$ cat src/rtl/sa_tile_ctrl.sv
// Sequencing controller for the 16x16 systolic-array tile: weight load, activation streaming,
// and result tracking. Optional stall counter enabled by defining SA_CTRL_PERF_EN.
module sa_tile_ctrl #(
    parameter int unsigned N_VEC_W  = 10,
    parameter int unsigned PIPE_LAT = 32,
    parameter int unsigned RD_LAT   = 1
) (
    input  logic               clk,
    input  logic               rst,
    input  logic               start,
    input  logic [N_VEC_W-1:0] n_vec,
    input  logic               transpose_cfg,
    input  logic               act_avail,
    output logic               busy,
    output logic               done,
    output logic               w_rd_en,
    output logic [3:0]         w_rd_addr,
    output logic               load_w,
    output logic               transpose_en,
    output logic               act_rd_en,
    output logic [N_VEC_W-1:0] act_rd_addr,
    output logic               act_zero,
    output logic               out_valid,
    output logic [N_VEC_W-1:0] out_idx
`ifdef SA_CTRL_PERF_EN
    ,
    output logic [15:0]        stall_cnt
`endif
);

    localparam int unsigned TokDepth = RD_LAT + PIPE_LAT;

    typedef enum logic [2:0] {StIdle, StLoadW, StStream, StDrain, StDone} state_e;

    state_e             state_q, state_d;
    logic [3:0]         w_cnt_q, w_cnt_d;
    logic [N_VEC_W-1:0] act_addr_q, act_addr_d;
    logic [N_VEC_W-1:0] n_vec_q, n_vec_d;
    logic               transpose_q, transpose_d;
    logic [RD_LAT-1:0]  w_dly_q, w_dly_d;
    logic [RD_LAT-1:0]  a_dly_q, a_dly_d;
    logic [TokDepth-1:0] tok_v_q, tok_v_d;
    logic [N_VEC_W-1:0] tok_idx_q [TokDepth];
    logic [N_VEC_W-1:0] tok_idx_d [TokDepth];
    logic [N_VEC_W:0]   rd_next;
    logic               stall;

    // Extra bit so the last-read compare cannot wrap at the maximum count.
    assign rd_next = {1'b0, act_addr_q} + {{N_VEC_W{1'b0}}, 1'b1};

    always_comb begin
        state_d     = state_q;
        w_cnt_d     = w_cnt_q;
        act_addr_d  = act_addr_q;
        n_vec_d     = n_vec_q;
        transpose_d = transpose_q;
        busy        = 1'b0;
        done        = 1'b0;
        w_rd_en     = 1'b0;
        act_rd_en   = 1'b0;
        stall       = 1'b0;
        unique case (state_q)
            StIdle: begin
                if (start) begin
                    state_d     = StLoadW;
                    w_cnt_d     = 4'd0;
                    act_addr_d  = '0;
                    n_vec_d     = n_vec;
                    transpose_d = transpose_cfg;
                end
            end
            StLoadW: begin
                busy    = 1'b1;
                w_rd_en = 1'b1;
                w_cnt_d = w_cnt_q + 4'd1;
                if (w_cnt_q == 4'hF) begin
                    state_d = (n_vec_q == '0) ? StDrain : StStream;
                end
            end
            StStream: begin
                busy = 1'b1;
                if (act_avail) begin
                    act_rd_en  = 1'b1;
                    act_addr_d = rd_next[N_VEC_W-1:0];
                    if (rd_next == {1'b0, n_vec_q}) begin
                        state_d = StDrain;
                    end
                end else begin
                    stall = 1'b1;
                end
            end
            StDrain: begin
                busy = 1'b1;
                // Leave once only the output stage can still hold a token, so done
                // lands in the cycle right after the last valid result.
                if (tok_v_q[TokDepth-2:0] == '0) begin
                    state_d = StDone;
                end
            end
            StDone: begin
                busy    = 1'b1;
                done    = 1'b1;
                state_d = StIdle;
            end
            default: state_d = StIdle;
        endcase
    end

    always_comb begin
        w_dly_d      = w_dly_q;
        a_dly_d      = a_dly_q;
        tok_v_d      = tok_v_q;
        tok_idx_d    = tok_idx_q;
        w_dly_d[0]   = w_rd_en;
        a_dly_d[0]   = act_rd_en;
        for (int unsigned i = 1; i < RD_LAT; i++) begin
            w_dly_d[i] = w_dly_q[i-1];
            a_dly_d[i] = a_dly_q[i-1];
        end
        tok_v_d[0]   = act_rd_en;
        tok_idx_d[0] = act_rd_en ? act_addr_q : '0;
        for (int unsigned i = 1; i < TokDepth; i++) begin
            tok_v_d[i]   = tok_v_q[i-1];
            tok_idx_d[i] = tok_idx_q[i-1];
        end
    end

    always_ff @(posedge clk or posedge rst) begin
        if (rst) begin
            state_q     <= StIdle;
            w_cnt_q     <= 4'd0;
            act_addr_q  <= '0;
            n_vec_q     <= '0;
            transpose_q <= 1'b0;
            w_dly_q     <= '0;
            a_dly_q     <= '0;
            tok_v_q     <= '0;
            for (int unsigned i = 0; i < TokDepth; i++) begin
                tok_idx_q[i] <= '0;
            end
        end else begin
            state_q     <= state_d;
            w_cnt_q     <= w_cnt_d;
            act_addr_q  <= act_addr_d;
            n_vec_q     <= n_vec_d;
            transpose_q <= transpose_d;
            w_dly_q     <= w_dly_d;
            a_dly_q     <= a_dly_d;
            tok_v_q     <= tok_v_d;
            tok_idx_q   <= tok_idx_d;
        end
    end

    assign w_rd_addr    = w_cnt_q;
    assign load_w       = w_dly_q[RD_LAT-1];
    assign transpose_en = transpose_q;
    assign act_rd_addr  = act_addr_q;
    assign act_zero     = ~a_dly_q[RD_LAT-1];
    assign out_valid    = tok_v_q[TokDepth-1];
    assign out_idx      = tok_idx_q[TokDepth-1];

`ifdef SA_CTRL_PERF_EN
    logic [15:0] stall_cnt_q, stall_cnt_d;

    always_comb begin
        stall_cnt_d = stall_cnt_q;
        if (state_q == StIdle && start) begin
            stall_cnt_d = 16'd0;
        end else if (stall && stall_cnt_q != 16'hFFFF) begin
            stall_cnt_d = stall_cnt_q + 16'd1;
        end
    end

    always_ff @(posedge clk or posedge rst) begin
        if (rst) begin
            stall_cnt_q <= 16'd0;
        end else begin
            stall_cnt_q <= stall_cnt_d;
        end
    end

    assign stall_cnt = stall_cnt_q;
`endif

endmodule

$ cat config.mk
export PLATFORM = sky130hd
export DESIGN_NAME = sa_tile_ctrl
export DESIGN_NICKNAME = d
export VERILOG_FILES = /design/src/rtl/sa_tile_ctrl.sv
export SDC_FILE = /design/constraint.sdc
export NUM_CORES = 1
export LEC_CHECK = 0
export CORE_MARGIN = 5
export CORE_UTILIZATION = 45
export DETAILED_ROUTE_END_ITERATION = 10
export HOLD_SLACK_MARGIN = 0.1
export PLACE_DENSITY_LB_ADDON = 0.08
export SLEW_MARGIN = 40
export SYNTH_ARGS = -nofsm -noshare
export SYNTH_HDL_FRONTEND = slang
export SYNTH_SLANG_ARGS = --single-unit
$ cat constraint.sdc
create_clock -name clk -period 13.6 [get_ports clk]
set_input_delay 1.36 -clock clk [delete_from_list [all_inputs] [get_ports clk]]
set_output_delay 1.36 -clock clk [all_outputs]
set_load 0.02 [all_outputs]
---- Word-level counts from Yosys, hierarchy flattened ----
Index checks and enable logic that the tools add are counted.
storage, ports and cells
  flip-flop bits (word level) ............. 393
  bits in latches ......................... 0
  RAM bits ................................ 0
  memory bits (read-only) ................. 0
  input bits .............................. 15
  output and inout bits ................... 32
  word-level logic and storage cells ...... 83
  memories kept ........................... 0
operators by class
  add/subtract/negate cells ............... 2
  $mul .................................... 0
  divide/modulo/power cells ............... 0
  $lt $le $gt $ge ......................... 0
  equal/unequal tests ..................... 11
  shift operators ......................... 0
  muxes and demuxes ....................... 18
  bitwise logic cells ..................... 1
  reductions and logical operators ........ 10
operators by type and width
  kind                                                                    number
  32-bit zero test                                                        1
  10-bit two-way mux                                                      3
  10-bit one-hot mux with 2 select lines                                  1
  3-bit two-way mux                                                       5
  3-bit one-hot mux with 4 select lines                                   1
  10-bit by 1-bit adder with 11-bit output (second input constant)        1
  11-bit by 10-bit equality test with 1-bit output                        1
  10-bit zero test                                                        1
  2-bit != test (second input constant)                                   5
  4-bit one-hot mux with 2 select lines                                   1
  3-bit by 2-bit equality test with 1-bit output (second input constant)  2
  1-bit two-way mux                                                       6
  5-bit AND reduction                                                     1
  4-bit by 1-bit adder with 4-bit output (second input constant)          1
  4-bit equality test (second input constant)                             1
  4-bit two-way mux                                                       1
  2-bit AND reduction                                                     2
  2-bit nonzero test                                                      2
  4-bit OR reduction                                                      1
  3-bit by 1-bit equality test with 1-bit output (second input constant)  1
  3-bit equality test (second input constant)                             1
  3-bit zero test                                                         1
  3-bit AND reduction                                                     1
  1-bit NOT                                                               1

---- Depth between registers and ports, before layout ----
  depth after elaboration ................. 5
  mapped depth ............................ 8
  gate-level depth less buffers ........... 6

---- Least setup slack after synthesis ----
Ideal clock, no wire load.
  path kind ............................... input to output
  from .................................... in act_avail
  to ...................................... out act_rd_en
  data arrival time ....................... 2.126 ns
  data required time ...................... 12.240 ns
  path slack .............................. 10.114 ns
  cell stages on the path ................. 4
  path buffers ............................ 2
  cells stage by stage .................... or3b_1 > buf_2 > clkinv_2 > buf_2
between the ends
  longest elaborated chain between the ends .. 2
RTL lines
  what                RTL line  RTL
  start: declaration  13        input logic act_avail,
  1-bit two-way mux   82        if (act_avail) begin
  1-bit two-way mux   62        unique case (state_q)
  end: declaration    20        output logic act_rd_en,
No other way between the ends.

---- Worst setup path after layout ----
Same ends and word-level chain as after synthesis.

==> reports/metrics.yaml <==
sta:
  timing.slew.headroom_pct: 56.13
  period_minus_slack_ns: 4.754
  rsz0062_at_grt: "no"
  skew_ns: 0.009099
  post-route-period-util_pct: 34.96
  timing_hold_violations_final: 0
  setup_viol: 0
  max_freq_mhz: 210.3
  final.setup.tns_ns: 0
  finalMaxSlewViolations: 0
  worst_slew_pin_slew_ns: 0.6580
setup_path:
  end_kind: "output pin"
  start_kind: "primary input"
  path_class: "primary input to output pin"
  worstPathMaxFanout: 19
  required_ns: 12.24
  worstPathArrival_ns: 3.39
drt:
  route.detailed.drc: 0
  wl_per_cell_um: 14.51
  ant_nets: 0
  vias_per_cell: 4.635
  first_pass_iters: 4
  first_iter_violations: 373
  wirelength_um: 14440
  dr_total_vias: 4612
clock_tree:
  clockRootBuffer: "clkbuf_16"
  clkSinkCount: 392
  cts_setup_buffers: 0
  cts_buffers: 40
  cts_max_level: 2
  cts_resized: 0
  cts.path.max_buffers: 3
  worstSkewPairLatency_ns: 0.51
  cts_tree: "yes"
  cts.reportedPaths.clkPinSlew_ns: 0.06
  cts_hold_buf: 0
logic_synthesis:
  synth-edff-count: 0
  yosysTopAreaCell: "dfrtp_1"
  yosysMostFrequentCell: "dfrtp_1"
  synthArstFlopShare_pct: 100.0
  synth_commonest_cells: "dfrtp_1 (392), o21ai_0 (21), nand2_1 (14), and2_1 (12), nor4_1 (12)"
  synthDistinctLibCells: 45
  synth_nets: 578
  synth_area_per_cell_um2: 19.47
  ys_ff_latch: 392
  synth_ff_type: "dfrtp_1"
  netlist_area_um2: 10920
  synth_area_leaders: "dfrtp_1 (90%), mux2_2 (1.1%), o21ai_0 (0.96%), xnor2_1 (0.80%), and2_1 (0.69%)"
  yosysSeqAreaShare_pct: 89.83
  synth_top_area_share_pct: 89.83
  netlist_instances: 561
  yosys_warnings: 0
floorplanning:
  rows: 57
  dieHeight_um: 165.8
  dieArea_um2: 27480
  design.core.area_um2: 24110
  floorplan.initialDensity_pct: 45.30
  chipWidth_um: 165.8
  io_pins: 47
global_route:
  grt_antenna_before_repair: 0
  grt_first_pass_wirelength_um: 25670
  grt_max_degree: 136
  track_usage_pct: 11.09
  grt-ovfl-total: 0
  grt_pass1_vias: 5203
run:
  cap_viol_max_count: 0
place:
  portBuffers: 46
  gp_congestion: 0.7511
  dpl.hpwl_um: 7957
hold_path:
  hp-class: "flip-flop to flip-flop"
power_and_ir_drop:
  swShare_pct: 21.82
  power_frac_seq_pct: 49.8
  p_leak_nw: 6.704
  p_per_area_nw_per_um2: 188.8
  peakVddDrop_uv: 97.08
  power_frac_comb_pct: 6.6
  p_sw_mw: 0.5424
  power.internal_mw: 1.943
  clkPwrFrac_pct: 43.6
layout:
  nets: 657
  syn_to_final_growth_pct: 20.54
  diodes: 0
  drive_above_1_share_pct: 13.26
  finish.utilization_pct: 54.61
  n_fill_cell: 1928
status:
  status: "completed"
## per-layer routing
layer / share of wire, % / global-route usage, % / up-vias / wire [um]
met3: 6.6 / 3.713 / 38 / 951
met5: 0 / 0 / - / 0
li1: - / - / 2020 / -
met4: 2.8 / 4.591 / 0 / 408
met2: 45 / 16.28 / 145 / 6549
met1: 45 / 15.48 / 2409 / 6530
## cells by family (layout without fill, tap and decap cells)
group	Yosys count	count (layout)	share of synthesized area [%]
mux	11	11	1.134
buf+inv	19	129	0.9279
flops	392	392	89.83
xor+xnor	14	14	1.123
fa+ha+maj	2	2	0.2291
simple gates	80	80	4.285
compound gates	43	43	2.475
## cell type report
cell class	count	area, um^2	area share (%)
clock buffer	58	1191	9.049
clock inverter	15	172.7	1.312
inverter	5	32.53	0.2471
multi-input combinational	150	1010	7.670
sequential	392	9809	74.52
tap	324	405.4	3.080
timing repair buffer	51	543.0	4.125
## layout by cell type (no fill, tap or decap), drive strengths merged, types with 2 or more instances in the layout
cell type and instances:
dfrtp 392, clkbuf 58, clkdlybuf4s50 46, o21ai 22
nand2 14, and2 12, nor4 12, clkinv 12
mux2 11, nor2 11, xnor2 10, nand3 8
and3 5, a21oi 5, inv 5, buf 5
nand4 4, a31oi 4, xor2 4, o31ai 3
bufinv 3, and4 2, nand3b 2, nor3 2
ha 2, or3b 2, nand2b 2
## worst max-delay path, cell delays in order
cell and delay, ns:
clkdlybuf4s50_1 0.47, or3b_1 0.57, clkinv_2 0.31, clkdlybuf4s50_1 0.67
## power by group through the flow
stage          Combinational (mW)  Sequential, mW  Clock [mW]
3_3_place_gp                0.158            1.26           0
2_1_floorplan               0.103            1.26           0
3_5_place_dp                0.166            1.26           0
5_1_grt                     0.184            1.24        1.18
4_1_cts                     0.167            1.24        1.13
6_report                    0.164            1.24        1.08
## state kept, by name (all words and copies together), names as in the netlist
signal        cells
act_rd_addr      10
w_rd_addr         4
tok_idx_d       320
n_vec_q          10
tok_v_q          33
out_idx          10
transpose_en      1
state_q           3
load_w            1
## metrics by stage
stage	hold WS (ns)	power [mW]	std cells	cell area (um^2)	setup slack (ns)
finish	0.3420	2.485	995	13160	8.846
global route	0.3439	2.605	995	13160	8.775
CTS	0.3452	2.530	994	13140	8.847
detailed placement	0.3347	1.424	921	11780	8.858
global placement	0.3313	1.413	919	11740	8.887
floorplan	0.3312	1.360	561	10920	1.342
## path summary, 6_finish.rpt
check	slack, ns	start	to	cells past startpoint
worst max register to register	11.19	act_rd_addr[0]$_DFFE_PP0P_	state_q[0]$_DFFE_PP0P_	6
worst min register to register	0.34	tok_idx_d[280]$_DFF_PP0_	tok_idx_d[270]$_DFF_PP0_	0
min in group asynchronous	1.36	rst	tok_idx_d[32]$_DFF_PP0_	2
worst min-delay path	0.34	tok_idx_d[280]$_DFF_PP0_	tok_idx_d[270]$_DFF_PP0_	0
max in group asynchronous	10.87	rst	tok_idx_d[236]$_DFF_PP0_	4
worst max-delay path	8.85	act_avail	act_rd_en	4
Power figures use the tool's default switching activity.
